### config.mk
export PLATFORM = sky130hd
export DESIGN_NAME = vote_session_ctrl
export DESIGN_NICKNAME = d
export VERILOG_FILES = /design/src/rtl/vote_session_ctrl.sv
export SDC_FILE = /design/constraint.sdc
export NUM_CORES = 1
export LEC_CHECK = 0
export CELL_PAD_IN_SITES_DETAIL_PLACEMENT = 0
export CELL_PAD_IN_SITES_GLOBAL_PLACEMENT = 1
export CORE_UTILIZATION = 30
export DETAILED_ROUTE_END_ITERATION = 8
export PLACE_DENSITY = 0.71
export SETUP_SLACK_MARGIN = 0.05
export SYNTH_ARGS = -nofsm -noshare
export SYNTH_HDL_FRONTEND = slang
export SYNTH_SLANG_ARGS = --single-unit
export TNS_END_PERCENT = 10
### constraint.sdc
create_clock -name clk -period 2.5 [get_ports clk]
set_input_delay 0.5 -clock clk [delete_from_list [all_inputs] [get_ports clk]]
set_output_delay 0.5 -clock clk [all_outputs]
set_load 0.02 [all_outputs]
### src/rtl/vote_session_ctrl.sv
// Session sequencer for the 4-voter majority classifier: collects one ballot per
// voter per round, tallies into a one-hot result and re-runs tied rounds.
module vote_session_ctrl #(
    parameter int TIMEOUT    = 16,
    parameter int MAX_ROUNDS = 2,
    parameter int RW         = 2
) (
    input  logic          clk,
    input  logic          rst,
    input  logic          start,
    input  logic          abort,
    input  logic [3:0]    vote_vld,
    input  logic [3:0]    vote_val,
    output logic          busy,
    output logic          done,
    output logic [2:0]    result,
    output logic [3:0]    ballot,
    output logic [3:0]    voted,
    output logic [RW-1:0] round,
    output logic          timed_out
);

    localparam int            TW         = (TIMEOUT > 1) ? $clog2(TIMEOUT) : 1;
    localparam logic [TW-1:0] TIMER_LAST = TW'(TIMEOUT - 1);
    localparam logic [RW-1:0] ROUND_LAST = RW'(MAX_ROUNDS - 1);

    localparam logic [2:0] RES_FAIL = 3'b100;
    localparam logic [2:0] RES_TIE  = 3'b010;
    localparam logic [2:0] RES_PASS = 3'b001;

    typedef enum logic [1:0] {
        S_IDLE,
        S_COLLECT,
        S_TALLY,
        S_DONE
    } state_e;

    state_e          state_q, state_d;
    logic [3:0]      ballot_q, ballot_d;
    logic [3:0]      voted_q, voted_d;
    logic [RW-1:0]   round_q, round_d;
    logic [TW-1:0]   timer_q, timer_d;
    logic            timed_out_q, timed_out_d;
    logic [2:0]      result_q, result_d;

    logic [3:0]      accept;
    logic [3:0]      voted_post;
    logic            full_post;
    logic            timer_last;
    logic [2:0]      yes_cnt;
    logic            rerun;
    logic [2:0]      result_code;

    assign accept      = vote_vld & ~voted_q;
    assign voted_post  = voted_q | accept;
    assign full_post   = &voted_post;
    assign timer_last  = (timer_q == TIMER_LAST);
    assign yes_cnt     = 3'(ballot_q[0]) + 3'(ballot_q[1]) + 3'(ballot_q[2]) + 3'(ballot_q[3]);
    assign rerun       = (yes_cnt == 3'd2) && (round_q < ROUND_LAST);
    assign result_code = (yes_cnt <= 3'd1) ? RES_FAIL :
                         (yes_cnt == 3'd2) ? RES_TIE  : RES_PASS;

    // State register; datapath registers share the same synchronous reset.
    always_ff @(posedge clk) begin
        // NOTE: non-blocking assignments so every flop samples pre-edge values.
        if (rst) begin
            state_q     <= S_IDLE;
            ballot_q    <= '0;
            voted_q     <= '0;
            round_q     <= '0;
            timer_q     <= '0;
            timed_out_q <= 1'b0;
            result_q    <= '0;
        end else begin
            state_q     <= state_d;
            ballot_q    <= ballot_d;
            voted_q     <= voted_d;
            round_q     <= round_d;
            timer_q     <= timer_d;
            timed_out_q <= timed_out_d;
            result_q    <= result_d;
        end
    end

    always_comb begin
        // NOTE: default every comb output first so no path infers a latch.
        state_d = state_q;
        unique case (state_q)
            S_IDLE: begin
                if (start) state_d = S_COLLECT;
            end
            S_COLLECT: begin
                if (abort)                        state_d = S_IDLE;
                else if (full_post || timer_last) state_d = S_TALLY;
            end
            S_TALLY: begin
                if (abort)      state_d = S_IDLE;
                else if (rerun) state_d = S_COLLECT;
                else            state_d = S_DONE;
            end
            S_DONE: begin
                state_d = S_IDLE;
            end
            default: state_d = S_IDLE;
        endcase
    end

    always_comb begin
        ballot_d    = ballot_q;
        voted_d     = voted_q;
        round_d     = round_q;
        timer_d     = timer_q;
        timed_out_d = timed_out_q;
        result_d    = result_q;
        unique case (state_q)
            S_IDLE: begin
                if (start) begin
                    ballot_d    = '0;
                    voted_d     = '0;
                    round_d     = '0;
                    timer_d     = '0;
                    timed_out_d = 1'b0;
                end
            end
            S_COLLECT: begin
                if (!abort) begin
                    // Only first-time voters update their ballot bit.
                    voted_d  = voted_post;
                    ballot_d = (ballot_q & ~accept) | (vote_val & accept);
                    timer_d  = timer_q + TW'(1);
                    if (timer_last && !full_post) timed_out_d = 1'b1;
                end
            end
            S_TALLY: begin
                if (!abort) begin
                    if (rerun) begin
                        round_d     = round_q + RW'(1);
                        ballot_d    = '0;
                        voted_d     = '0;
                        timer_d     = '0;
                        timed_out_d = 1'b0;
                    end else begin
                        result_d = result_code;
                    end
                end
            end
            default: ;
        endcase
    end

    always_comb begin
        busy      = (state_q != S_IDLE);
        done      = (state_q == S_DONE);
        result    = result_q;
        ballot    = ballot_q;
        voted     = voted_q;
        round     = round_q;
        timed_out = timed_out_q;
    end

endmodule

==> summary by stage, run 1 <==
Run status
The run finished with clean final reports.

Clocking
The tree is rooted in a sky130_fd_sc_hd__clkbuf_4. The number of levels in the clock H-tree is 1. After clock tree synthesis, the setup repair step added 0 buffers.

Clock-pin slew was measured on the worst setup and hold paths at 0.13 ns. The clock net in this run drives a total of 20 sinks. In this run, CTS created clock tree buffers numbering 3.

At the later pin of the worst-skew pair, clock insertion delay measures 0.32 ns. The number of hold buffers added after cts is 0. The longest clock path from root to sink contains 2 buffers. TritonCTS built the clock tree.

Finish
The final layout net count is 179. The repair_antennas step left the layout with diodes totalling 0. In the final layout, the share of cells above drive strength 1 is 12.6%. The utilization after layout is 44.0%.

The synthesis-to-layout area growth is 36.8%.

Logic synthesis
The largest family of logic cells by synthesized area is compound AO/OA/AOI/OAI gates. The dominant register cell in the synthesized netlist is sky130_fd_sc_hd__dfxtp_1. Counting instances in the post-synthesis netlist gives the leading cell types as sky130_fd_sc_hd__dfxtp_1 (20), sky130_fd_sc_hd__nand2_1 (15), sky130_fd_sc_hd__a21oi_1 (10), sky130_fd_sc_hd__inv_1 (10), sky130_fd_sc_hd__nor2_1 (7). The area share of xor/xnor cells in the synthesized design is 0%. The share of the synthesized area in the top cell type is 36.4%. The multiplexer fraction of the synthesized cell area is 1.82%.

By area the synthesized netlist is led by sky130_fd_sc_hd__dfxtp_1 (36%), sky130_fd_sc_hd__ha_1 (6.8%), sky130_fd_sc_hd__nand2_1 (5.1%), sky130_fd_sc_hd__o2111ai_1 (4.8%), sky130_fd_sc_hd__a21oi_1 (4.6%). The synthesized netlist devotes 26.1% of its cell area to compound gates. In this run, distinct cell masters in the synthesized netlist total 37.

Summing the areas of all and, or, nand and nor instances in the mapped netlist gives 21.4% of the synthesized area. Averaged over all synthesized cells, the footprint is 8.52 um2. Sequential elements use 36.4% of the synthesized area. Summing every instance area after synthesis gives 1100 um2.

Summing the areas of all fa, ha and maj instances in the mapped netlist gives 8.66% of the synthesized area. Among all cell types in the netlist, the one instantiated most often is sky130_fd_sc_hd__dfxtp_1. The number of warnings printed during yosys synthesis is 0. The synthesized design spends more area on one cell type than any other, namely sky130_fd_sc_hd__dfxtp_1. The number of enable-type register cells in the synthesized netlist is 0. The synthesized net count is 148. The synthesized flop and latch total is 20. The number of cells produced by synthesis is 129. The share of synthesized registers carrying an async set or reset is 0%.

Floorplanning
The area enclosed by the die boundary is 3910 um2. After floorplanning, the core was divided into 21 placement rows. The initial core utilization is 32.2%. The die height is 62.5 um.

28 I/O pins were placed. The total area inside the core boundary comes to 3420 um2. Measured along the x axis, the die boundary spans 62.5 um.

Critical path
The largest individual stage delay along the critical path comes from the cell sky130_fd_sc_hd__fa_1. For the worst setup path, the data arrival time is 2.58 ns. Along the worst path, the maximum fanout reaches 7. Traced cell by cell, the critical path runs through fa_1 > ha_1 > ha_1 > and4bb_4 > a211oi_4 > buf_6 > nand2_1 > o31ai_1. The delay of the slowest critical-path stage is 0.47 ns.

The cell occurring most often along the worst timing path is sky130_fd_sc_hd__ha_1. The type of the worst setup path is reg -> reg. The worst setup path is launched from a register.

The worst setup path is captured at a register. At the worst endpoint, the required time is 2.73 ns.

Detailed routing
Summed over all layers, the routed wires come to 2.67 mm. The ratio of routed vias to standard cells is 5.06. The starting DRC count in detailed routing is 33.

Dividing the detail-routed wire length by the instance count gives 13.0 um. For this block, the via count after detailed routing is 1,038. The count of nets left with antenna violations after detail routing is 0. After detailed routing, the number of remaining DRC violations is 0. The first-pass detailed-route iteration total is 4.

Global route
The met2 routing resource usage after global routing is 23.2%. Across every metal layer, demand over resource in global routing totals 14.4%. For this run, global-route usage on met1 was measured as 18.5%. met2 is the most crowded layer.

The via count of the first global-routing pass is 968. The total grt overflow is 0. The number of antenna violations at the first check in global routing was 0. The first global-routing pass estimated 4.48 mm of wire.

The met3 track utilization from global routing is 2.01%. Entering global routing, the biggest net connects 13 pins.

Timing
The final setup slack of the worst path is 0.155 ns. The final critical path takes up 93.8% of the cycle. The worst hold-check slack is 0.464 ns. The worst slew margin relative to its limit is 65.1%.

The clock arrives with 0.0189 ns of skew. At the pin with the least slew margin, the transition time is 0.522 ns. The count of final hold-check violations was 0. Setup violations remaining at the end of the flow were counted as 0. The number of max-slew violations in the final report is 0. The aggregate negative setup slack is 0 ns. The fmax is 426 MHz. Setup repair after global routing could not meet its margin everywhere.

The worst path needs 2.34 ns of the cycle, external delays included.

Pwr
After layout, the design draws a total of 0.746 mW. The total leakage power is 0.545 nW. In this run the power density over the cells is 496 nW/um2. The worst-case IR drop observed on VDD is 0.000202 V.

Run
The max-capacitance violation count is 0.

Place
Input and output buffers added on the ports amount to 27. Routability-driven placement finished with a final weighted congestion of 0.908. The minimum setup slack after placement is -0.0185 ns. The post-DP HPWL is 2.03 mm.

Worst hold path
The type of the most critical hold path is reg -> reg.
## routing by layer
| layer | up-vias | share of wire (%) |
|---|---|---|
| met5 | - | 0 |
| met4 | 0 | 1.6 |
| met3 | 4 | 3.4 |
| met2 | 20 | 48 |
| met1 | 484 | 47 |
| li1 | 530 | - |
## logic make-up after synthesis
kind of cell / count (synthesis)
and+or+nand+nor: 43
adders and majority gates: 7
muxes: 2
AOI/OAI and AO/OA: 43
DFF: 20
buffers and inverters: 14
## layout make-up
cell class                 instances  area (um2)
inverter                          10        37.5
clock inverter                     1        30.0
sequential                        20         404
timing repair buffer              30         297
multi-input combinational         95         654
fill                             354        1910
tap                               46        57.6
clock buffer                       3        22.5
## through the flow
stage	instances	area (um2)
after floorplan	129	1100
after CTS	205	1480
after global routing	205	1500
after global placement	201	1430
after detailed placement	201	1430
final	205	1500
## worst paths after layout
kind | start | endpoint | slack [ns] | cells after the start
worst max-delay path | ballot[0]$_SDFFE_PP0P_ | ballot[0]$_SDFFE_PP0P_ | 0.16 | 8
worst min-delay path | result[2]$_SDFFE_PP0P_ | result[2]$_SDFFE_PP0P_ | 0.46 | 2
worst max register to register | ballot[0]$_SDFFE_PP0P_ | ballot[0]$_SDFFE_PP0P_ | 0.16 | 8
worst min register to register | result[2]$_SDFFE_PP0P_ | result[2]$_SDFFE_PP0P_ | 0.46 | 2
## state kept, by name, summed over array words and instances, names as in the netlist
name       flops
result         3
timed_out      1
timer_q        4
ballot         4
round          2
state_q        2
voted          4
## worst max-delay path: cells and delay by family (launching register included)
family,cells,cell delay (ns)
DFF,1,0.36
buffers and inverters,1,0.15
AOI/OAI and AO/OA,2,0.45
and+or+nand+nor,2,0.30
adders and majority gates,3,0.98
## cell usage in the layout (no fill, tap or decap), drive strengths merged
cell type,netlist,layout
nor4b,1,1
nor3,5,5
a311oi,1,1
o2111ai,6,6
a22oi,2,2
inv,10,10
fa,1,1
a31oi,2,2
and2,2,2
a211oi,1,1
or3,1,1
clkbuf,1,3
bufinv,0,1
ha,6,6
o21ai,9,9
o211ai,1,1
a21o,1,1
or3b,1,1
a21oi,11,11
dfxtp,20,20
o31ai,4,4
a21boi,1,1
buf,3,3
or2,2,2
nand2b,5,5
nand2,15,15
nor3b,2,2
mux2i,2,2
clkdlybuf4s50,0,27
a32oi,1,1
o21a,1,1
o22ai,2,2
nand3,1,1
and4bb,1,1
nor2,7,7
## repair_timing
item                                    in CTS  in global routing
pin swaps                                    0                  1
cloned                                       0                  0
endpoints found under the setup margin       7                 12
gates resized for setup                      2                  7
## power by group
| part | leakage [nW] | internal, mW | switching (mW) | total (mW) |
|---|---|---|---|---|
| sequential | 0.164 | 0.330 | 0.0154 | 0.345 |
| clock | 0.0279 | 0.162 | 0.108 | 0.270 |
| combinational | 0.353 | 0.0619 | 0.0689 | 0.131 |
Power figures use the tool's default switching activity.
==> inputs of run 2 (changes only) <==
- PLACE_DENSITY: 0.71 -> 0.74
- clock period: 2.5 -> 2.15 ns (I/O delays scaled with it)
==> run 2 against run 1 <==
  * The run now ends with negative setup slack left
  * Design area increased by 8.7%
  * Sequential power up 16%
  * Critical path type unchanged
  * Die area unchanged
  * Core utilization increased by 3.8 points
==> summary by stage, run 2 (synthesis results as in run 1) <==
Run status
The flow ran to the end, but the final reports show violations. The final reports fail on negative setup slack.

Place
The post-DP HPWL is 2.16 mm (+6.4%). The weighted congestion reported at the end of routability-driven placement is 0.767 (-15%). The count of input and output buffers was 27 (unchanged). The minimum setup slack after placement is -0.219 ns (-0.201 ns).

Clocking
The clock slew seen by the registers of the worst setup and hold paths came to 0.12 ns (about the same). The number of setup buffers added after CTS is 0 (unchanged). The total clock buffers created by CTS is 3 (unchanged). In this run the clock root is driven by a sky130_fd_sc_hd__clkbuf_4. The worst-case clock buffer depth came to 2 (unchanged). The CTS sink count is 20 (unchanged). TritonCTS built the clock tree.

The number of levels in the clock H-tree came to 1 (unchanged). The source-to-sink clock delay at the later pin of the worst-skew pair came to 0.31 ns (about the same).

Run
The max-capacitance violation count is 0 (unchanged).

Global route
The met3 track utilization from global routing is 3.83% (+1.8 points). The global routing met1 resource utilization is 17.9% (-0.66 points). The met2 routing resource usage after global routing is 25.8% (+2.6 points). After global routing, the most crowded layer is met2. The maximum number of pins on one net before global-route repair is 13 (unchanged). The global-route total usage across every layer is 14.8% (+0.32 points). The total grt overflow is 0 (unchanged). The wire length of the first global-routing pass was 4.60 mm (+2.6%). The via count of the first global-routing pass is 1,001 (+3.4%).

The number of antenna violations at the first check in global routing was 0 (unchanged).

Pwr
The register share of total power came to 47.8% (+1.5 points). The share of total power in the clock network is 32.7% (-3.5 points). The total leakage power is 0.598 nW (+9.7%). The total design power is 0.838 mW (+12%). The switching power of the nets was 0.234 mW (+22%). The switching part of the total is 27.9% (+2.2 points). The power per cell area was 513 nW/um2 (+3.3%). The internal cell power was 0.604 mW (+9.1%).

The peak supply drop is 0.000416 V (+110%). The proportion of power drawn by combinational gates was 19.4% (+1.9 points).

Critical path
The worst setup path is captured at a register. The delay of the slowest critical-path stage was 0.54 ns (+0.07 ns). The length in cells of the worst reg-to-reg path is 8 (unchanged). The largest driver fanout on the critical path came to 4 (-3).

The type of the worst setup path is reg -> reg. The worst register-to-register path ends at ballot[0]$_SDFFE_PP0P_. The critical path goes through fa_1 > ha_2 > ha_4 > and4bb_4 > a211oi_4 > buf_4 > nand2_1 > o31ai_1. The worst path arrival time was 2.48 ns (-0.10 ns).

The largest individual stage delay along the critical path comes from the cell sky130_fd_sc_hd__fa_1. The worst endpoint required time is 2.37 ns (-0.36 ns). The origin of the critical flop-to-flop path is ballot[0]$_SDFFE_PP0P_. The slack of the worst reg-to-reg path is -0.11 ns (-0.26 ns). The worst setup path is launched from a register.

Floorplanning
The die height came to 62.5 um (unchanged). The count of pins on the block boundary is 28 (unchanged). The initial core utilization is 32.2% (unchanged). The core area is 3420 um2 (unchanged).

The chip width is 62.5 um (unchanged). The area enclosed by the die boundary was 3910 um2 (unchanged). The number of standard-cell rows in the floorplan is 21 (unchanged).

Finish
In the layout the commonest cells are sky130_fd_sc_hd__clkdlybuf4s50_1 (27), sky130_fd_sc_hd__dfxtp_1 (16), sky130_fd_sc_hd__nand2_1 (13). The count of antenna diodes in the layout is 0 (unchanged). The utilization after layout was 47.8% (+3.8 points).

The synthesis-to-layout area growth is 48.7%. The final layout net count was 189 (+5.6%). The share of layout cells above drive strength 1 is 23.7% (+11 points). The count of fill cells added during filler insertion is 350 (-1.1%). The most frequent standard cell in the layout excluding fill and tap cells is sky130_fd_sc_hd__clkdlybuf4s50_1.

Timing
The number of max-slew violations in the final report came to 0 (unchanged). The final critical-path required period was 2.26 ns (-0.0868 ns). The final-report setup violation count is 12 (+12). The worst slew margin relative to its limit is 63.3% (-1.8 points).

The fmax is 443 MHz (+3.8%). The final setup slack of the worst path is -0.108 ns (-0.263 ns). The measured slew at the worst slew-check pin came to 0.549 ns (+0.0271 ns). The period utilization is 105% (+11 points). The worst clock skew is 0.00454 ns (-0.0144 ns). Setup repair after global routing could not meet its margin everywhere. The count of final hold-check violations is 0 (unchanged). The worst hold-check slack is 0.468 ns (+0.00437 ns).

Worst hold path
The origin of the worst min-delay path is result[2]$_SDFFE_PP0P_. The number of cells traversed by the worst hold path is 2 (unchanged). For hold timing, the worst endpoint is result[2]$_SDFFE_PP0P_. The path class of the tightest hold or removal check is reg -> reg.

Detailed routing
The count of nets left with antenna violations after detail routing is 0 (unchanged). The first-pass detailed-route iteration total is 4 (unchanged). The starting DRC count in detailed routing is 17 (-48%). The ratio of routed vias to standard cells was 5.00 (-1.3%). The total length of routed wires came to 2.77 mm (+3.8%). The via count is 1,075 (+3.6%).

The wire length per cell is 12.9 um (-1.0%). The number of remaining DRC errors is 0 (unchanged).
==> run 2: cell types whose count changed in the layout (fill, tap and decap cells not counted), moves of 2 or more <==
cell                     delta
sky130_fd_sc_hd__nor3_1     -2
sky130_fd_sc_hd__ha_1       -2
sky130_fd_sc_hd__nor3_2     +2
sky130_fd_sc_hd__buf_4      +9
==> run 2: power by group through the flow <==
| stage | registers, mW | logic, mW | clock network [mW] |
|---|---|---|---|
| after global placement | 0.407 | 0.155 | 0 |
| final | 0.401 | 0.163 | 0.274 |
| after global routing | 0.403 | 0.178 | 0.298 |
| after detailed placement | 0.408 | 0.156 | 0 |
| after floorplan | 0.411 | 0.0773 | 0 |
| after CTS | 0.400 | 0.163 | 0.286 |
==> run 2: layout make-up <==
class / count / area, um2 / area share, %
multi-input combinational: 95 / 708 / 43.3
clock buffer: 4 / 47.5 / 2.91
sequential: 20 / 408 / 25.0
inverter: 10 / 37.5 / 2.30
tap: 46 / 57.6 / 3.52
timing repair buffer: 40 / 375 / 23.0
==> run 2: per-stage QoR <==
step / instances / instance area, um2 / setup TNS, ns
2_1_floorplan: 129 / 1120 / -0.709
3_3_place_gp: 211 / 1520 / -1.76
3_5_place_dp: 211 / 1520 / -2.46
4_1_cts: 215 / 1620 / -0.909
5_1_grt: 215 / 1630 / -2.18
6_report: 215 / 1630 / -0.768
==> run 2: per-layer routing <==
layer	vias up	wire length (um)
met2	29	1330
li1	547	-
met5	-	0
met3	5	102
met1	494	1320
met4	0	25
==> run 2: worst max-delay path by stage <==
stage | slack [ns] | endpoint | startpoint
after floorplan | -0.13 | round[1]$_SDFFE_PP0P_ | ballot[0]$_SDFFE_PP0P_
after global placement | -0.18 | timer_q[3]$_SDFFE_PP0P_ | ballot[0]$_SDFFE_PP0P_
after detailed placement | -0.22 | timer_q[3]$_SDFFE_PP0P_ | ballot[0]$_SDFFE_PP0P_
after CTS | -0.12 | ballot[0]$_SDFFE_PP0P_ | ballot[0]$_SDFFE_PP0P_
after global routing | -0.20 | ballot[0]$_SDFFE_PP0P_ | ballot[0]$_SDFFE_PP0P_
final | -0.11 | ballot[0]$_SDFFE_PP0P_ | ballot[0]$_SDFFE_PP0P_
==> run 2: timing repair <==
item                       4_1_cts  5_1_grt
pin swaps                        6        0
setup endpoints to repair       20       19
hold buffers                     0        0
resized for setup               14        3
==> run 2: critical path, delay by kind of cell, from the launching register on <==
kind,cells,cell delay (ns)
simple gates,2,0.26
flops,1,0.37
buf+inv,1,0.16
fa+ha+maj,3,0.94
compound gates,2,0.45
